[config.mk]
export PLATFORM = sky130hd
export DESIGN_NAME = aes_round_ctrl
export DESIGN_NICKNAME = d
export VERILOG_FILES = /design/src/rtl/aes_ctrl_pkg.sv /design/src/rtl/aes_step_timer.sv /design/src/rtl/aes_round_ctrl.sv
export SDC_FILE = /design/constraint.sdc
export NUM_CORES = 1
export LEC_CHECK = 0
export CAP_MARGIN = 15
export CORE_MARGIN = 1.5
export CORE_UTILIZATION = 57
export DETAILED_ROUTE_END_ITERATION = 7
export PLACE_DENSITY = 0.93
export SKIP_CTS_REPAIR_TIMING = 1
export SLEW_MARGIN = 20
export SYNTH_ARGS = -nofsm -noshare
export SYNTH_HDL_FRONTEND = slang
export SYNTH_SLANG_ARGS = --single-unit
[constraint.sdc]
create_clock -name clk -period 4.4 [get_ports clk]
set_clock_uncertainty 0.2 [all_clocks]
set_input_delay 0.66 -clock clk [delete_from_list [all_inputs] [get_ports clk]]
set_output_delay 0.66 -clock clk [all_outputs]
set_load 0.01 [all_outputs]
[src/rtl/aes_ctrl_pkg.sv]
// Shared definitions for the AES-128 round sequencer and the cipher wrapper's datapath mux.
// Holds the state and step encodings, the default round count and the round-counter width.
package aes_ctrl_pkg;

  localparam int NR_DEFAULT      = 10;
  localparam int TIMEOUT_DEFAULT = 16;
  localparam int ROUND_W         = 4;

  typedef enum logic [2:0] {
    ST_IDLE,
    ST_INIT_ARK,
    ST_SB,
    ST_SR,
    ST_MC,
    ST_ARK,
    ST_FINISH,
    ST_ERR
  } state_e;

  typedef enum logic [2:0] {
    STEP_NONE,
    STEP_SB,
    STEP_SR,
    STEP_MC,
    STEP_ARK
  } step_e;

  // Which step unit a sequencer state drives; INIT_ARK reuses the AddRoundKey unit.
  function automatic step_e state_step(input state_e s);
    step_e r;
    case (s)
      ST_INIT_ARK: r = STEP_ARK;
      ST_SB:       r = STEP_SB;
      ST_SR:       r = STEP_SR;
      ST_MC:       r = STEP_MC;
      ST_ARK:      r = STEP_ARK;
      default:     r = STEP_NONE;
    endcase
    return r;
  endfunction

endpackage

[src/rtl/aes_step_timer.sv]
// Per-step watchdog: loadable down-counter, reloaded on every state entry,
// decremented while a step is pending; expired_o flags that the budget is spent.
module aes_step_timer #(
  parameter int TIMEOUT = 16
) (
  input  logic clk_i,
  input  logic rst_ni,
  input  logic load_i,
  input  logic run_i,
  output logic expired_o
);

  localparam int CW = $clog2(TIMEOUT + 1);

  logic [CW-1:0] cnt_q, cnt_d;

  always_comb begin
    cnt_d = cnt_q;
    if (load_i) begin
      cnt_d = CW'(TIMEOUT - 1);
    end else if (run_i && (cnt_q != '0)) begin
      cnt_d = cnt_q - 1'b1;
    end
  end

  always_ff @(posedge clk_i or negedge rst_ni) begin
    if (!rst_ni) begin
      cnt_q <= CW'(TIMEOUT - 1);
    end else begin
      cnt_q <= cnt_d;
    end
  end

  assign expired_o = (cnt_q == '0);

endmodule

[src/rtl/aes_round_ctrl.sv]
// Iterative AES-128 round sequencer: walks SB/SR/MC/ARK step units through en/done handshakes.
// Optional inverse-cipher ordering with the AES_DECRYPT_EN macro (adds dir/inv ports).
module aes_round_ctrl
  import aes_ctrl_pkg::*;
#(
  parameter int NR      = NR_DEFAULT,
  parameter int TIMEOUT = TIMEOUT_DEFAULT
) (
  input  logic               clk,
  input  logic               rst,
  input  logic               start,
`ifdef AES_DECRYPT_EN
  input  logic               dir,
  output logic               inv,
`endif
  output logic               busy,
  output logic               done,
  output logic               err,
  output logic [ROUND_W-1:0] round,
  output logic               in_sel,
  output logic               sb_en,
  input  logic               sb_done,
  output logic               sr_en,
  input  logic               sr_done,
  output logic               mc_en,
  input  logic               mc_done,
  output logic               ark_en,
  input  logic               ark_done
);

  localparam logic [ROUND_W-1:0] LAST_RND = ROUND_W'(NR);

  state_e             state_q, state_d;
  step_e              step_q, step_d;
  logic [ROUND_W-1:0] round_q, round_d;
  logic               in_sel_q, in_sel_d;
  logic               err_q, err_d;
  logic               busy_q, done_q;
  logic               sb_en_q, sr_en_q, mc_en_q, ark_en_q;
  logic               accept;
  logic               dec, dec_start;
  logic               step_done;
  logic               tmr_load, tmr_run, tmr_expired;

  assign accept = (state_q == ST_IDLE) && start;

`ifdef AES_DECRYPT_EN
  logic inv_q, inv_d;

  assign inv_d     = accept ? dir : inv_q;
  assign dec       = inv_q;
  assign dec_start = dir;
  assign inv       = inv_q;

  always_ff @(posedge clk or negedge rst) begin
    if (!rst) begin
      inv_q <= 1'b0;
    end else begin
      inv_q <= inv_d;
    end
  end
`else
  assign dec       = 1'b0;
  assign dec_start = 1'b0;
`endif

  assign step_q = state_step(state_q);
  assign step_d = state_step(state_d);

  // Only the unit owned by the current state may advance the sequence.
  always_comb begin
    step_done = 1'b0;
    case (step_q)
      STEP_SB:  step_done = sb_done;
      STEP_SR:  step_done = sr_done;
      STEP_MC:  step_done = mc_done;
      STEP_ARK: step_done = ark_done;
      default:  step_done = 1'b0;
    endcase
  end

  assign tmr_load = (state_d != state_q);
  assign tmr_run  = (step_q != STEP_NONE);

  aes_step_timer #(
    .TIMEOUT (TIMEOUT)
  ) u_step_timer (
    .clk_i     (clk),
    .rst_ni    (rst),
    .load_i    (tmr_load),
    .run_i     (tmr_run),
    .expired_o (tmr_expired)
  );

  always_comb begin
    state_d  = state_q;
    round_d  = round_q;
    in_sel_d = in_sel_q;
    err_d    = err_q;
    case (state_q)
      ST_IDLE: begin
        if (start) begin
          state_d  = ST_INIT_ARK;
          round_d  = dec_start ? LAST_RND : '0;
          in_sel_d = 1'b0;
          err_d    = 1'b0;
        end
      end
      ST_FINISH: state_d = ST_IDLE;
      ST_ERR:    state_d = ST_IDLE;
      default: begin
        if (step_done) begin
          case (state_q)
            ST_INIT_ARK: begin
              round_d  = dec ? (LAST_RND - 1'b1) : ROUND_W'(1);
              in_sel_d = 1'b1;
              state_d  = dec ? ST_SR : ST_SB;
            end
            ST_SB: state_d = dec ? ST_ARK : ST_SR;
            // Encrypt skips MixColumns in the final round.
            ST_SR: state_d = dec ? ST_SB : ((round_q < LAST_RND) ? ST_MC : ST_ARK);
            ST_MC: begin
              if (dec) begin
                round_d = round_q - 1'b1;
                state_d = ST_SR;
              end else begin
                state_d = ST_ARK;
              end
            end
            ST_ARK: begin
              if (dec) begin
                state_d = (round_q == '0) ? ST_FINISH : ST_MC;
              end else if (round_q == LAST_RND) begin
                state_d = ST_FINISH;
              end else begin
                round_d = round_q + 1'b1;
                state_d = ST_SB;
              end
            end
            default: ;
          endcase
        end else if (tmr_expired) begin
          state_d = ST_ERR;
          err_d   = 1'b1;
        end
      end
    endcase
  end

  // Outputs are registered from the next state so they line up with state_q.
  always_ff @(posedge clk or negedge rst) begin
    if (!rst) begin
      state_q  <= ST_IDLE;
      round_q  <= '0;
      in_sel_q <= 1'b0;
      err_q    <= 1'b0;
      busy_q   <= 1'b0;
      done_q   <= 1'b0;
      sb_en_q  <= 1'b0;
      sr_en_q  <= 1'b0;
      mc_en_q  <= 1'b0;
      ark_en_q <= 1'b0;
    end else begin
      state_q  <= state_d;
      round_q  <= round_d;
      in_sel_q <= in_sel_d;
      err_q    <= err_d;
      busy_q   <= !((state_d == ST_IDLE) || (state_d == ST_ERR));
      done_q   <= (state_d == ST_FINISH);
      sb_en_q  <= (step_d == STEP_SB);
      sr_en_q  <= (step_d == STEP_SR);
      mc_en_q  <= (step_d == STEP_MC);
      ark_en_q <= (step_d == STEP_ARK);
    end
  end

  assign busy   = busy_q;
  assign done   = done_q;
  assign err    = err_q;
  assign round  = round_q;
  assign in_sel = in_sel_q;
  assign sb_en  = sb_en_q;
  assign sr_en  = sr_en_q;
  assign mc_en  = mc_en_q;
  assign ark_en = ark_en_q;

endmodule
=== After elaboration in Yosys (flattened, before gate mapping) ===
Cells that the tools add are included.

* $add $sub $neg: 2
* Multipliers: 0
* Divide/modulo/power cells: 0
* $lt $le $gt $ge: 1
* Equality and inequality tests: 27
* Shift operators: 0
* Multiplexer cells: 24
* Bitwise logic cells: 1
* Reduce and logical (&&, ||, !) cells: 19

{| class="wikitable"
|+ Operator list
! kind !! number
|-
| $eq A3 B3 Y1 const B || 10
|-
| $eq A3 B2 Y1 const B || 8
|-
| $pmux W3 S4 || 2
|-
| $pmux W4 S2 || 2
|-
| $pmux W3 S5 || 1
|-
| $eq A3 B1 Y1 const B || 4
|-
| $mux W3 || 4
|-
| $mux W4 || 3
|-
| $mux W5 || 2
|-
| $reduce_and A4 Y1 || 2
|-
| $reduce_bool A2 Y1 || 4
|-
| $logic_not A3 Y1 || 2
|-
| $mux W1 || 6
|-
| $pmux W3 S2 || 1
|-
| $reduce_bool A3 Y1 || 2
|-
| $reduce_or A2 Y1 || 3
|-
| $logic_not A5 Y1 || 1
|-
| $reduce_and A5 Y1 || 1
|-
| $reduce_bool A5 Y1 || 1
|-
| $sub A5 B1 Y5 const B || 1
|-
| $add A4 B1 Y4 const B || 1
|-
| $eq A4 B4 Y1 const B || 1
|-
| $lt A4 B4 Y1 const B || 1
|-
| $pmux W1 S2 || 2
|-
| 9 further kinds || 9
|}

* Register bits after elaboration: 20
* Latch bits: 0
* RAM bits: 0
* Bits in read-only memories: 0
* Output and inout bits: 12
* Logic and storage cells: 85
* Memories kept: 0

=== Logic depth before layout (Yosys ltp) ===
* Depth in word-level cells: 11
* Mapped depth: 9
* Mapped depth without buffers: 8

=== Hierarchy ===
From an unflattened synthesis, not the netlist that was laid out.

* Cells, all modules: 123
* Area total of the unflattened synthesis: 1,198.6 um^2

{| class="wikitable"
|+ Modules (own cells, without submodules)
! module !! instances !! cells an instance !! area each (um^2)
|-
| aes_round_ctrl || 1 || 99 || 923.4
|-
| aes_step_timer || 1 || 24 || 275.3
|}

=== Worst setup path after synthesis ===
Ideal clock, no wire load.

* Path type: reg2reg
* From: reg state_q[1]
* To: reg u_step_timer.cnt_q[4]
* Library setup time: 0.122 ns
* Arrival time: 2.072 ns
* Slack: 2.006 ns
* Stages on the path, launching flop included: 9
* Cells stage by stage: dfrtp_1 buf_6 inv_1 ha_1 a31o_1 o32ai_2 a22oi_2 a211o_2 o2111a_1

* Longest elaborated chain between the ends: 9
* Elaborated cells on any way between the ends: 26

{| class="wikitable"
|+ RTL lines
! what !! line !! source
|-
| start, declared || aes_round_ctrl.sv:33 || <nowiki>state_e state_q, state_d;</nowiki>
|-
| start signal, assigned || aes_round_ctrl.sv:164 || <nowiki>state_q <= state_d;</nowiki>
|-
| $eq A3 B3 Y1 or $eq A3 B1 Y1 (tied branches) || aes_ctrl_pkg.sv:31, aes_round_ctrl.sv:113 ||
|-
| $reduce_or A2 Y1 (no line) || -- ||
|-
| $pmux W3 S4 || aes_ctrl_pkg.sv:31 || <nowiki>case (s)</nowiki>
|-
| $eq A3 B3 Y1 (tied with other cells) || aes_round_ctrl.sv:73 || <nowiki>case (step_q)</nowiki>
|-
| $pmux W1 S4 || aes_round_ctrl.sv:73 ||
|-
| $mux W3 || aes_round_ctrl.sv:112 || <nowiki>if (step_done) begin</nowiki>
|-
| $pmux W3 S2 || aes_round_ctrl.sv:100 || <nowiki>case (state_q)</nowiki>
|-
| $ne A3 B3 Y1 || aes_round_ctrl.sv:82 || <nowiki>assign tmr_load = (state_d != state_q);</nowiki>
|-
| $mux W5 or $reduce_bool A2 Y1 (tied branches) || -- ||
|-
| end signal, assigned || aes_step_timer.sv:28 || <nowiki>cnt_q <= CW'(TIMEOUT - 1);</nowiki>
|-
| end signal, assigned || aes_step_timer.sv:30 || <nowiki>cnt_q <= cnt_d;</nowiki>
|-
| end, declared || aes_step_timer.sv:15 || <nowiki>logic [CW-1:0] cnt_q, cnt_d;</nowiki>
|}

Parallel ways exist; a longest one is shown, timed or not.
A chain may end at the register's enable or synchronous reset.

=== Final worst setup path ===
Ends and elaborated chain as after synthesis.

==> run summary <==
The tools report the number of diodes as 0. The vertical die dimension came out at 53.0 um. For the routability congestion estimate, the log shows 0.980.

The largest voltage drop on the vdd net was 0.000427 V; the worst-path maximum fanout was 23. Clock-pin slew of the registers on the worst-case setup and hold paths: 0.11 ns. The largest net degree at the start of global routing was 26.

For the number of global-route vias before repair, the log shows 1225. The measured slew at the worst slew-check pin was 0.829 ns. Measured on the finished design, the core utilization comes to 71.1%. The tools report the synthesized cell area as 1420 um2. The headroom to the max-slew limit is 44.5%, and the number of nets with antenna violations after detailed routing is 0.

The number of distinct library cell variants in the gate-level netlist after synthesis came out at 60. TritonCTS built the clock tree. After synthesis, the cell types taking the most area are sky130_fd_sc_hd__dfrtp_1 (28%), sky130_fd_sc_hd__dfstp_2 (7.4%), sky130_fd_sc_hd__ha_1 (6.2%). The sequential cells in the finished layout cover a total of 505 um2. By instance count, the leading cell after synthesis is sky130_fd_sc_hd__nor2_1. Averaged over all synthesized cells, the footprint is 9.49 um2.

Setup violations remaining at the end of the flow were counted as 0. The number of buffers created by CTS was 3; the post-synthesis cell count was 150. Initial antenna violation count: 0. Adding up every negative setup slack in the final design gives 0 ns. The leftover overflow at the end of global routing is 0. Summing over every cut layer, the via total after detailed routing is 1274. The final layout contains 181 nets. Summed over its instances, the top area cell type makes up 28.1% of the synthesized netlist area. Endpoint kind of the worst setup timing path: a flop. Clock latency on the worst-skew pair, taken at its later pin, is 0.31 ns.

The number of fill cells in the layout came out at 162. After detailed routing, the average wire length per cell comes to 17.9 um. The power per cell area is 608 nW/um2. The type of origin of the critical path was a flop.

Buffers placed on the I/O ports in this run total 18. The design draws 984 uW. For this run, the total global-route usage over all layers was measured as 29.0%.

In the final layout, the multi-input gates occupy 832 um2. The initial core utilization is 62.6%, and the DRC violation count after routing is 0. The first detailed-routing pass ran for 4 iterations.

The setup path with the least slack is of type reg2reg. After synthesis, flip-flops and latches occupy 35.5% of the total area. The path class of the lowest-slack min-delay path is reg2reg. The final layout contains routed wiring with a total length of 3.48 mm. Area added between synthesis and finish: 13.7%. The synthesized design spends more area on one cell type than any other, namely sky130_fd_sc_hd__dfrtp_1. The floorplan has 17 rows. For the worst setup path, the data arrival time is 3.05 ns.

In this run the horizontal extent of the chip is 53.0 um. The run gives 0 as the number of warnings reported in the yosys synthesis log. CTS saw 20 sinks. The post-layout minimum cycle time is 3.04 ns, and the finished layout cell area is 1620 um2. The level count of the clock H-tree is 1. Setup repair after global routing left no endpoint under its margin. After synthesis the netlist holds a flip-flop and latch count of 20.

The first global-routing pass estimated 5.82 mm of wire. Fraction of synthesis flops using an asynchronous set or reset pin: 100%. Boundary pin count: 19. Counting flops with a built-in enable in the synthesized netlist gives 0.

The proportion of layout cells with a drive suffix above 1 is 13.3%. The highest attainable clock frequency was 0.329 GHz; the static power due to leakage was 0.692 nW. For this run, the leading register cell type out of synthesis is sky130_fd_sc_hd__dfrtp_1. The number of max-slew violations in the final report was 0; the area after detailed placement was 1580 um2.

The net count after synthesis was 164; the number of failing hold endpoints at the final stage was 0. The tool flagged a number of max-cap violations equal to 0. The floorplan step defined a die boundary enclosing 2810 um2. The floorplan core area was 2280 um2. For the starting DRC count in detailed routing, the log shows 56. The run finished with clean final reports. The final critical-path share of the clock period is 69.1%, and the maximum clock path buffer count is 2. The cell at the root of the clock tree was sky130_fd_sc_hd__clkbuf_4. Data on the critical path is required at its endpoint by 4.41 ns. The mean number of vias per cell works out to 6.57. For the detailed placement HPWL, the log shows 2.54 mm. By count the netlist is led by sky130_fd_sc_hd__nor2_1 (17), sky130_fd_sc_hd__dfrtp_1 (16), sky130_fd_sc_hd__nand2_1 (10).
state kept, by name, indices dropped and copies added (netlist names):
register,cells
u_step_timer.cnt_q,5
round,4
state_q,3
ark_en,1
busy,1
done,1
err,1
in_sel,1
mc_en,1
sb_en,1
sr_en,1
layer usage:
layer  up-vias  share of wire [%]  GRT usage (%)
met2        63                 48           48.3
met4         0                2.4           14.1
met5         -                  0              0
met1       608                 42           35.8
li1        586                  -              -
met3        17                7.0           5.65
power by group:
| group | switching (mW) | leakage [nW] | total, mW | internal, mW |
|---|---|---|---|---|
| clock | 0.0569 | 0.0210 | 0.107 | 0.0506 |
| sequential | 0.0891 | 0.253 | 0.337 | 0.248 |
| combinational | 0.294 | 0.418 | 0.539 | 0.245 |
| total | 0.440 | 0.692 | 0.984 | 0.544 |
metrics by stage:
stage	hold WS, ns	std cells	worst slack, ns
after CTS	0.361	194	1.38
after floorplan	0.164	150	2.01
after detailed placement	0.334	190	1.42
after global routing	0.389	194	1.19
final	0.352	194	1.36
after global placement	0.301	190	1.56
worst max-delay path: stages, from the launching register on:
cell                       delay, ns
sky130_fd_sc_hd__dfrtp_1        0.80
sky130_fd_sc_hd__inv_1          0.22
sky130_fd_sc_hd__ha_1           0.41
sky130_fd_sc_hd__a31o_1         0.21
sky130_fd_sc_hd__o32ai_2        0.38
sky130_fd_sc_hd__a22oi_2        0.19
sky130_fd_sc_hd__a211o_2        0.39
sky130_fd_sc_hd__o2111a_1       0.14
worst paths after layout:
kind                       cells past startpoint  startpoint  slack, ns                     to
setup reg to reg                               7  state_q[1]       1.36  u_step_timer.cnt_q[4]
hold reg to reg                                2      in_sel       0.35                 in_sel
setup / recovery                               7  state_q[1]       1.36  u_step_timer.cnt_q[4]
min in group asynchronous                      1         rst       0.62  u_step_timer.cnt_q[4]
hold / removal                                 2      in_sel       0.35                 in_sel
max in group asynchronous                      1         rst       2.87               round[2]
cells by family after synthesis:
group	synth area share, %
flops	35.5
buf+inv	6.06
mux	0.791
fa+ha+maj	6.15
simple gates	23.5
xor+xnor	3.08
compound gates	25.0
layout make-up:
type	instances	area share, %
Timing Repair Buffer	18	11.1
Inverter	8	1.85
Clock buffer	4	2.24
Sequential cell	20	31.2
Tap cell	28	2.16
Multi-Input combinational cell	116	51.4
layout by cell type (no fill, tap or decap), types with 2 or more instances in the layout:
master,netlist,routed
sky130_fd_sc_hd__xor2_1,3,3
sky130_fd_sc_hd__inv_1,6,6
sky130_fd_sc_hd__nor2b_1,5,5
sky130_fd_sc_hd__xnor2_1,2,2
sky130_fd_sc_hd__a32oi_1,2,2
sky130_fd_sc_hd__nor2_1,17,17
sky130_fd_sc_hd__clkdlybuf4s50_1,0,18
sky130_fd_sc_hd__nand3_1,6,6
sky130_fd_sc_hd__nand4b_1,2,2
sky130_fd_sc_hd__nor3_1,4,4
sky130_fd_sc_hd__inv_2,2,2
sky130_fd_sc_hd__ha_1,7,7
sky130_fd_sc_hd__nand3b_1,3,3
sky130_fd_sc_hd__and3_1,2,2
sky130_fd_sc_hd__clkbuf_4,0,3
sky130_fd_sc_hd__a21oi_1,3,3
sky130_fd_sc_hd__o2111a_1,2,2
sky130_fd_sc_hd__nand2_1,10,10
sky130_fd_sc_hd__nand2b_1,3,3
sky130_fd_sc_hd__dfrtp_1,16,16
sky130_fd_sc_hd__o211a_1,2,2
sky130_fd_sc_hd__dfstp_2,4,4
sky130_fd_sc_hd__o31a_1,2,2
sky130_fd_sc_hd__o21ai_0,6,6
sky130_fd_sc_hd__o2111ai_1,2,2
No activity file was read; power rests on OpenSTA's default activity.
